## src/rtl/toy_bus_mem_initiator.sv

```systemverilog
// toy_bus_mem_initiator: core-to-ToyBus initiator with registered request stage and credit-protected read response FIFO
module toy_bus_mem_initiator #(
    parameter logic [3:0] NODE_ID   = 4'd1,
    parameter int         RSP_DEPTH = 4
) (
    input  logic         clk,
    input  logic         rst,
    input  logic         in0_req_vld,
    output logic         in0_req_rdy,
    input  logic [31:0]  in0_req_addr,
    input  logic         in0_req_wr_en,
    input  logic [255:0] in0_req_wr_data,
    input  logic [31:0]  in0_req_byte_en,
    input  logic [3:0]   in0_req_tgt_id,
    input  logic [9:0]   in0_req_sideband,
    output logic         in0_rsp_vld,
    input  logic         in0_rsp_rdy,
    output logic [255:0] in0_rsp_data,
    output logic [9:0]   in0_rsp_sideband,
    output logic         out0_req_vld,
    input  logic         out0_req_rdy,
    output logic [31:0]  out0_req_addr,
    output logic [31:0]  out0_req_strb,
    output logic [255:0] out0_req_data,
    output logic         out0_req_opcode,
    output logic [3:0]   out0_req_src_id,
    output logic [3:0]   out0_req_tgt_id,
    output logic [9:0]   out0_req_sideband,
    input  logic         out0_ack_vld,
    output logic         out0_ack_rdy,
    input  logic         out0_ack_opcode,
    input  logic [255:0] out0_ack_data,
    input  logic [9:0]   out0_ack_sideband,
    input  logic [3:0]   out0_ack_src_id,
    input  logic [3:0]   out0_ack_tgt_id,
    output logic [4:0]   rd_outstanding,
    output logic         err_tgt_mismatch
);
    localparam int AW = $clog2(RSP_DEPTH);
    logic           free, acc, rd_acc, tgt_ok, push, pop, drop, unused;
    logic [AW:0]    wp, rp;
    logic [265:0]   mem [RSP_DEPTH];
    logic [265:0]   head;
    assign free             = !out0_req_vld | out0_req_rdy;
    assign in0_req_rdy      = !rst & free & (in0_req_wr_en | (rd_outstanding < 5'(RSP_DEPTH)));
    assign acc              = in0_req_vld & in0_req_rdy;
    assign rd_acc           = acc & !in0_req_wr_en;
    assign out0_req_src_id  = NODE_ID;
    assign out0_ack_rdy     = 1'b1;
    assign tgt_ok           = out0_ack_tgt_id == NODE_ID;
    // an ack with no read in flight is never trusted, even if addressed to us
    assign push             = out0_ack_vld & tgt_ok & (rd_outstanding != 5'd0);
    assign pop              = in0_rsp_vld & in0_rsp_rdy;
    assign drop             = out0_ack_vld & !tgt_ok & (rd_outstanding > {4'b0, pop});
    assign in0_rsp_vld      = wp != rp;
    assign head             = mem[rp[AW-1:0]];
    assign in0_rsp_data     = head[265:10];
    assign in0_rsp_sideband = head[9:0];
    assign unused           = ^{out0_ack_opcode, out0_ack_src_id};
    always_ff @(posedge clk) begin
        if (rst) begin
            out0_req_vld     <= 1'b0;
            wp               <= '0;
            rp               <= '0;
            rd_outstanding   <= '0;
            err_tgt_mismatch <= 1'b0;
        end else begin
            out0_req_vld     <= acc | (out0_req_vld & !out0_req_rdy);
            wp               <= push ? wp + 1'b1 : wp;
            rp               <= pop ? rp + 1'b1 : rp;
            rd_outstanding   <= rd_outstanding + 5'(rd_acc) - 5'(pop & (rd_outstanding != 5'd0)) - 5'(drop);
            err_tgt_mismatch <= err_tgt_mismatch | (out0_ack_vld & !push);
        end
    end
    always_ff @(posedge clk) begin
        if (acc) begin
            out0_req_addr     <= in0_req_addr;
            out0_req_strb     <= in0_req_byte_en;
            out0_req_data     <= in0_req_wr_data;
            out0_req_opcode   <= in0_req_wr_en;
            out0_req_tgt_id   <= in0_req_tgt_id;
            out0_req_sideband <= in0_req_sideband;
        end
        if (push) mem[wp[AW-1:0]] <= {out0_ack_data, out0_ack_sideband};
    end
endmodule

```

## config.mk

```make
export PLATFORM = sky130hd
export DESIGN_NAME = toy_bus_mem_initiator
export DESIGN_NICKNAME = d
export VERILOG_FILES = /design/src/rtl/toy_bus_mem_initiator.sv
export SDC_FILE = /design/constraint.sdc
export NUM_CORES = 1
export LEC_CHECK = 0
export ABC_CLOCK_PERIOD_IN_PS = 20700
export BUFFER_PORTS_ARGS = -buffer_cell sky130_fd_sc_hd__buf_2
export CAP_MARGIN = 20
export CORE_AREA = 4 4 478 480
export CTS_CLUSTER_SIZE = 16
export DETAILED_ROUTE_END_ITERATION = 8
export DIE_AREA = 0 0 482 484
export GPL_ROUTABILITY_DRIVEN = 1
export PLACE_DENSITY = 0.49
export SETUP_SLACK_MARGIN = 0.4
export SYNTH_ARGS = -nofsm -noshare
export SYNTH_HDL_FRONTEND = slang
export SYNTH_SLANG_ARGS = --single-unit
export TNS_END_PERCENT = 50
```

## constraint.sdc

```tcl
create_clock -name clk -period 20.7 [get_ports clk]
set_input_delay 3.105 -clock clk [delete_from_list [all_inputs] [get_ports clk]]
set_output_delay 3.105 -clock clk [all_outputs]
set_load 0.005 [all_outputs]
```

### Word-level counts from Yosys, hierarchy flattened

Memories as Yosys holds them, arrays and structs flattened. A register that Yosys moved wholly into a read port is not among the register bits.
Cells that the tools add are included.

| storage, ports and cells | value |
|---|---|
| bits in latches | 0 |
| ROM bits | 0 |
| memories | 1 |
| output and inout port bits | 615 |
| flip-flop bits (word level) | 348 |
| RAM bits | 1064 |
| input bits | 616 |

| cells by class | value |
|---|---|
| shifts and indexed selects | 0 |
| muxes and demuxes | 4 |
| bitwise logic cells | 16 |
| equality and inequality tests | 2 |
| add/subtract/negate cells | 5 |
| reductions and logical operators | 7 |
| $lt $le $gt $ge | 2 |
| $mul | 0 |
| divide/modulo/power cells | 0 |

Memories:

| memory | depth | bits a word | read ports | clocked after Yosys merged registers in | wr ports | RTL line | RTL |
|---|---|---|---|---|---|---|---|
| mem | 4 | 266 | 1 | 1 | 1 | 42 | `logic [265:0] mem [RSP_DEPTH];` |

Operator list:

| kind | count |
|---|---|
| 1-bit AND | 12 |
| 5-bit by 1-bit subtractor with 5-bit output | 2 |
| 3-bit by 1-bit adder with 3-bit output (second input constant) | 2 |
| 1-bit logical NOT | 6 |
| 5-bit by 1-bit adder with 5-bit output | 1 |
| 5-bit by 1-bit > comparator with 1-bit output | 1 |
| 5-bit by 3-bit less-than comparator with 1-bit output (second input constant) | 1 |
| 5-bit nonzero test | 1 |
| 4-bit by 1-bit equality test with 1-bit output (second input constant) | 1 |
| 2-bit two-way mux | 2 |
| 1-bit OR | 4 |
| 3-bit != test | 1 |
| 1-bit two-way mux | 2 |

### Logic depth before layout (Yosys ltp)

| depth | value |
|---|---|
| word-level depth | 9 |
| gate-level depth with buffers | 13 |

### Worst setup path before layout

No wires, ideal clock.

| path | value |
|---|---|
| path type | input to register |
| start | input port out0_ack_tgt_id[1] |
| end | register wp[2] |
| setup slack | 5443 ps |
| stages | 3 |
| required time | 20590 ps |
| path buffers | 0 |
| data arrival time | 15146 ps |
| cell sequence | or4b_4 > nor3_2 > mux2_2 |

| between the ends | value |
|---|---|
| longest elaborated chain between the ends | 3 |

RTL lines:

| what | RTL line | RTL |
|---|---|---|
| start: declaration | 35 | `input logic [3:0] out0_ack_tgt_id,` |
| 4-bit by 1-bit equality test with 1-bit output | 50 | `assign tgt_ok = out0_ack_tgt_id == NODE_ID;` |
| 1-bit AND (2 in series) | 52 | `assign push = out0_ack_vld & tgt_ok & (rd_outstanding != 5'd0);` |
| end signal: assignment | 69 | `wp <= push ? wp + 1'b1 : wp;` |
| end: declaration | 41 | `logic [AW:0] wp, rp;` |

Every way passes these cells.
A chain may end at the register's enable or synchronous reset.

==> results.md <==
- Post-Synthesis Cells: 1847
- Register share of total power: a little under half
- Classification of the worst setup path: flip-flop to output port
- End of the worst hold path: err_tgt_mismatch$_SDFF_PP0_
- Residual DRC: 0
- Power per cell area: between 100 and 150 nW/um^2
- Worst IR Drop VDD: 0.0737 mV
- Number of gates resized after cts: 0
- Number of detailed-route iterations in the first pass: 5
- Startpoint class of the critical path: flip-flop
- Start of the worst register-to-register path: rd_outstanding[2]$_SDFF_PP0_
- Count of boundary I/O pins: about 1200
- Mapped cell area: 49400 sq um
- Setup repair after global routing missed its margin: no
- Post-cts hold buffer count: 0
- # H-tree levels: 4
- Setup slack of the most critical reg-to-reg path: roughly 16000 ps
- Total global routing overflow: 0
- Max FO, Critical Path: 37
- Final net count: approximately 3800
- Cell type with the highest occurrence count on the critical path: buf_4
- Post-synthesis sequential element count: approximately 1400
- Clock tree from TritonCTS: built
- HPWL reported at the end of detailed placement: roughly 140 mm
- Total setup buffers inserted after CTS: 0
- Number of antenna-violating nets in the routed design: 0
- Proportion of power drawn by the clock network: 40.0%
- Sw frac: between 20% and 30%
- Transition time at the pin with the least slew margin: 1010 ps
- Final core utilization: 28.8%
- Internal power: between 0.005 and 0.006 W
- Capture point of the worst reg-to-reg path: mem[0][5]$_DFFE_PP_
- Count of routing violations after the opening detailed-route iteration: roughly 1700
- Cells along the critical path: buf_4 -> buf_4 -> buf_4 -> mux4_2 -> buf_2
- Setup-violating endpoint count in the final report: 0
- Bufs and invs on worst path: 4
- Effective utilization at floorplan: between 20 and 25%
- Die area: 233000 sq um
- Fmax achieved: ~130 MHz
- CP delay by family, top: buffers and inverters
- Clk_lat worst skew: a little under 800 ps
- Cell at the root of the clock tree: clkbuf_16
- Clock input transition at the sequential cells of the worst setup and hold paths: ~60 ps
- Crit path required time: 17590 ps
- Commonest cells after routing, fill and taps aside: 1399 x edfxtp_1, 1220 x buf_2, 266 x mux4_2
- Total via count after detailed routing: around 26000
- Worst Setup End Kind: output port
- Height of the chip: between 400 and 500 microns
- Worst hold-check path type: flip-flop to flip-flop
- First-pass GRT wire length: between 200 and 250 mm
- Count of different cell masters after synthesis: a little over 40
- CP Data Arrival Time: around 4700 ps
- Core Area: around 220000 sq um
- Critical path's slowest cell: dfxtp_4
- Number of rows created at floorplan: between 150 and 200
- Most common library cell in the layout ignoring fill and taps: edfxtp_1
- Routed wirelength normalized by instance count: between 20 and 30 microns
- Antenna violations before repair: between 100 and 150
- CTS buffer count: roughly 160
- Number of filler instances in the final layout: between 20000 and 25000
- Final period utilization: about 37%
- Combinational power share: between 10% and 20%
- Sinks on the clock net: approximately 1400
- Growth of design area from synthesis to finish: 31.0%
- Cell leakage power: between 20 and 25 nW
- Die X: just under 500 microns
- Final hold violations: 0
- Post-synth EDFFs: ~1400
- Total of warnings raised by yosys: 0
- Crit path largest cell delay: 890 ps
- Total net switching power: 0.00175 W
- Number of global-route vias before repair: roughly 26000
- Min cycle time layout: just under 8000 ps
- Max-slew headroom: about a third
- Clk_skew: ~44 ps
- Total Negative Setup Slacks: 0 ps
- Mean cell area of the mapped netlist: 26.7 sq um
- WHS Path Cells: 2
- Quantity of I/O buffers inserted on ports: approximately 1200
- Placer Congestion: 0.888
- Pin count of the biggest net entering global routing: around 140
- Clock buffer depth: 3
- Result of the run: completed
- Pins over their slew limit: 0
- Cell depth of the worst flop-to-flop path: 8
- Share of post-route cells with drive strength above 1: 52.9%
- Share of synthesized registers carrying an async set or reset: 0%
- Total wire length: roughly 190 mm
- Global routing usage summed across all routing layers: around 16%
- Max-cap violations: 0
- Routed vias/inst: roughly 4.0
- Prevailing post-synth register cell: edfxtp_1
- Min-Delay Startpoint: err_tgt_mismatch$_SDFF_PP0_
- Proportion of synthesized chip area in sequential cells: 85.7%
[registers in the layout, summed over array words and instances, names as in the netlist, named ones only]
| signal | count |
|---|---|
| err_tgt_mismatch | 1 |
| mem | 1064 |
| out0_req_addr | 32 |
| out0_req_data | 256 |
| out0_req_opcode | 1 |
| out0_req_sideband | 10 |
| out0_req_strb | 32 |
| out0_req_tgt_id | 4 |
| out0_req_vld | 1 |
| rd_outstanding | 5 |
| rp | 3 |
| wp | 3 |
[synthesized netlist by cell type (all sizes together), types with 2 or more instances]
library cell	count	area share, %
xor2	4	0.071
nor3b	4	0.084
clkbuf	5	0.038
edfxtp	1399	85
nand2b	3	0.038
nor2b	6	0.076
fa	2	0.081
dfxtp	15	0.61
nor2	8	0.061
or4	2	0.030
conb	2	0.015
nand3	3	0.030
mux4	266	12
ha	13	0.33
buf	62	0.60
nand2	6	0.046
a21oi	6	0.061
nor3	2	0.030
and2	3	0.046
o21ai	4	0.041
mux2	3	0.076
inv	15	0.11
[power groups by stage]
stage	sequential (W)	clock, W	combinational (W)
finish	0.00330	0.00283	0.000954
global route	0.00331	0.00304	0.00103
CTS	0.00331	0.00292	0.000996
detailed placement	0.00337	0	0.000994
global placement	0.00337	0	0.000990
floorplan	0.00335	0	0.000489
[cell type report]
class | count | area, sq um | share of cell area, %
tap | 2992 | 3740 | 5.79
clock buffer | 195 | 4180 | 6.46
inverter | 15 | 63.8 | 0.0987
antenna | 61 | 153 | 0.236
timing repair buffer | 1249 | 6400 | 9.90
sequential | 1414 | 42300 | 65.5
clock inverter | 96 | 1100 | 1.70
multi-input combinational | 354 | 6700 | 10.4
[layer usage]
metal | global-route usage [%] | routed length, microns
met1 | 15.4 | 60800
met3 | 5.80 | 15700
met5 | 0 | 805
met2 | 29.7 | 104000
met4 | 4.68 | 5980
[worst max-delay path by stage]
stage | to | cells past startpoint | slack (ps) | from
6_report | in0_rsp_data[108] | 5 | 12940 | flip-flop
5_1_grt | in0_rsp_data[108] | 5 | 12440 | flip-flop
4_1_cts | in0_rsp_data[108] | 5 | 12550 | flip-flop
3_5_place_dp | mem[0][33]$_DFFE_PP_ | 7 | 13190 | out0_ack_tgt_id[1]
3_3_place_gp | mem[0][33]$_DFFE_PP_ | 7 | 13120 | out0_ack_tgt_id[1]
2_1_floorplan | wp[2]$_SDFFE_PP0P_ | 3 | 5440 | out0_ack_tgt_id[1]
[tightest hold or removal path, delay by kind of cell, from the launching register on]
family	cells	cell delay [ps]
compound gates	1	50
buf+inv	1	50
flops	1	310
[per-stage QoR]
stage / hold WS (ps) / total power (W) / setup WS (ps) / std cells / cell area [sq um]
after floorplan: 442 / 0.00384 / 5440 / 1850 / 49400
after global placement: 449 / 0.00436 / 13120 / 6024 / 59200
after detailed placement: 444 / 0.00436 / 13190 / 6024 / 59200
after CTS: 456 / 0.00723 / 12550 / 6315 / 64500
after global routing: 501 / 0.00737 / 12440 / 6342 / 64600
final: 456 / 0.00709 / 12940 / 6376 / 64700
[cells by family (layout without fill, tap and decap cells)]
kind of cell / Yosys count / in the layout / synth area share (%)
other: 2 / 66 / 0.0152
buffers and inverters: 82 / 1555 / 0.753
adders and majority gates: 15 / 15 / 0.411
muxes: 270 / 270 / 12.2
AOI/OAI and AO/OA: 16 / 16 / 0.208
DFF: 1414 / 1414 / 85.7
and+or+nand+nor: 43 / 43 / 0.570
xor gates and xnor gates: 5 / 5 / 0.0887
No activity file was read; power rests on OpenSTA's default activity.
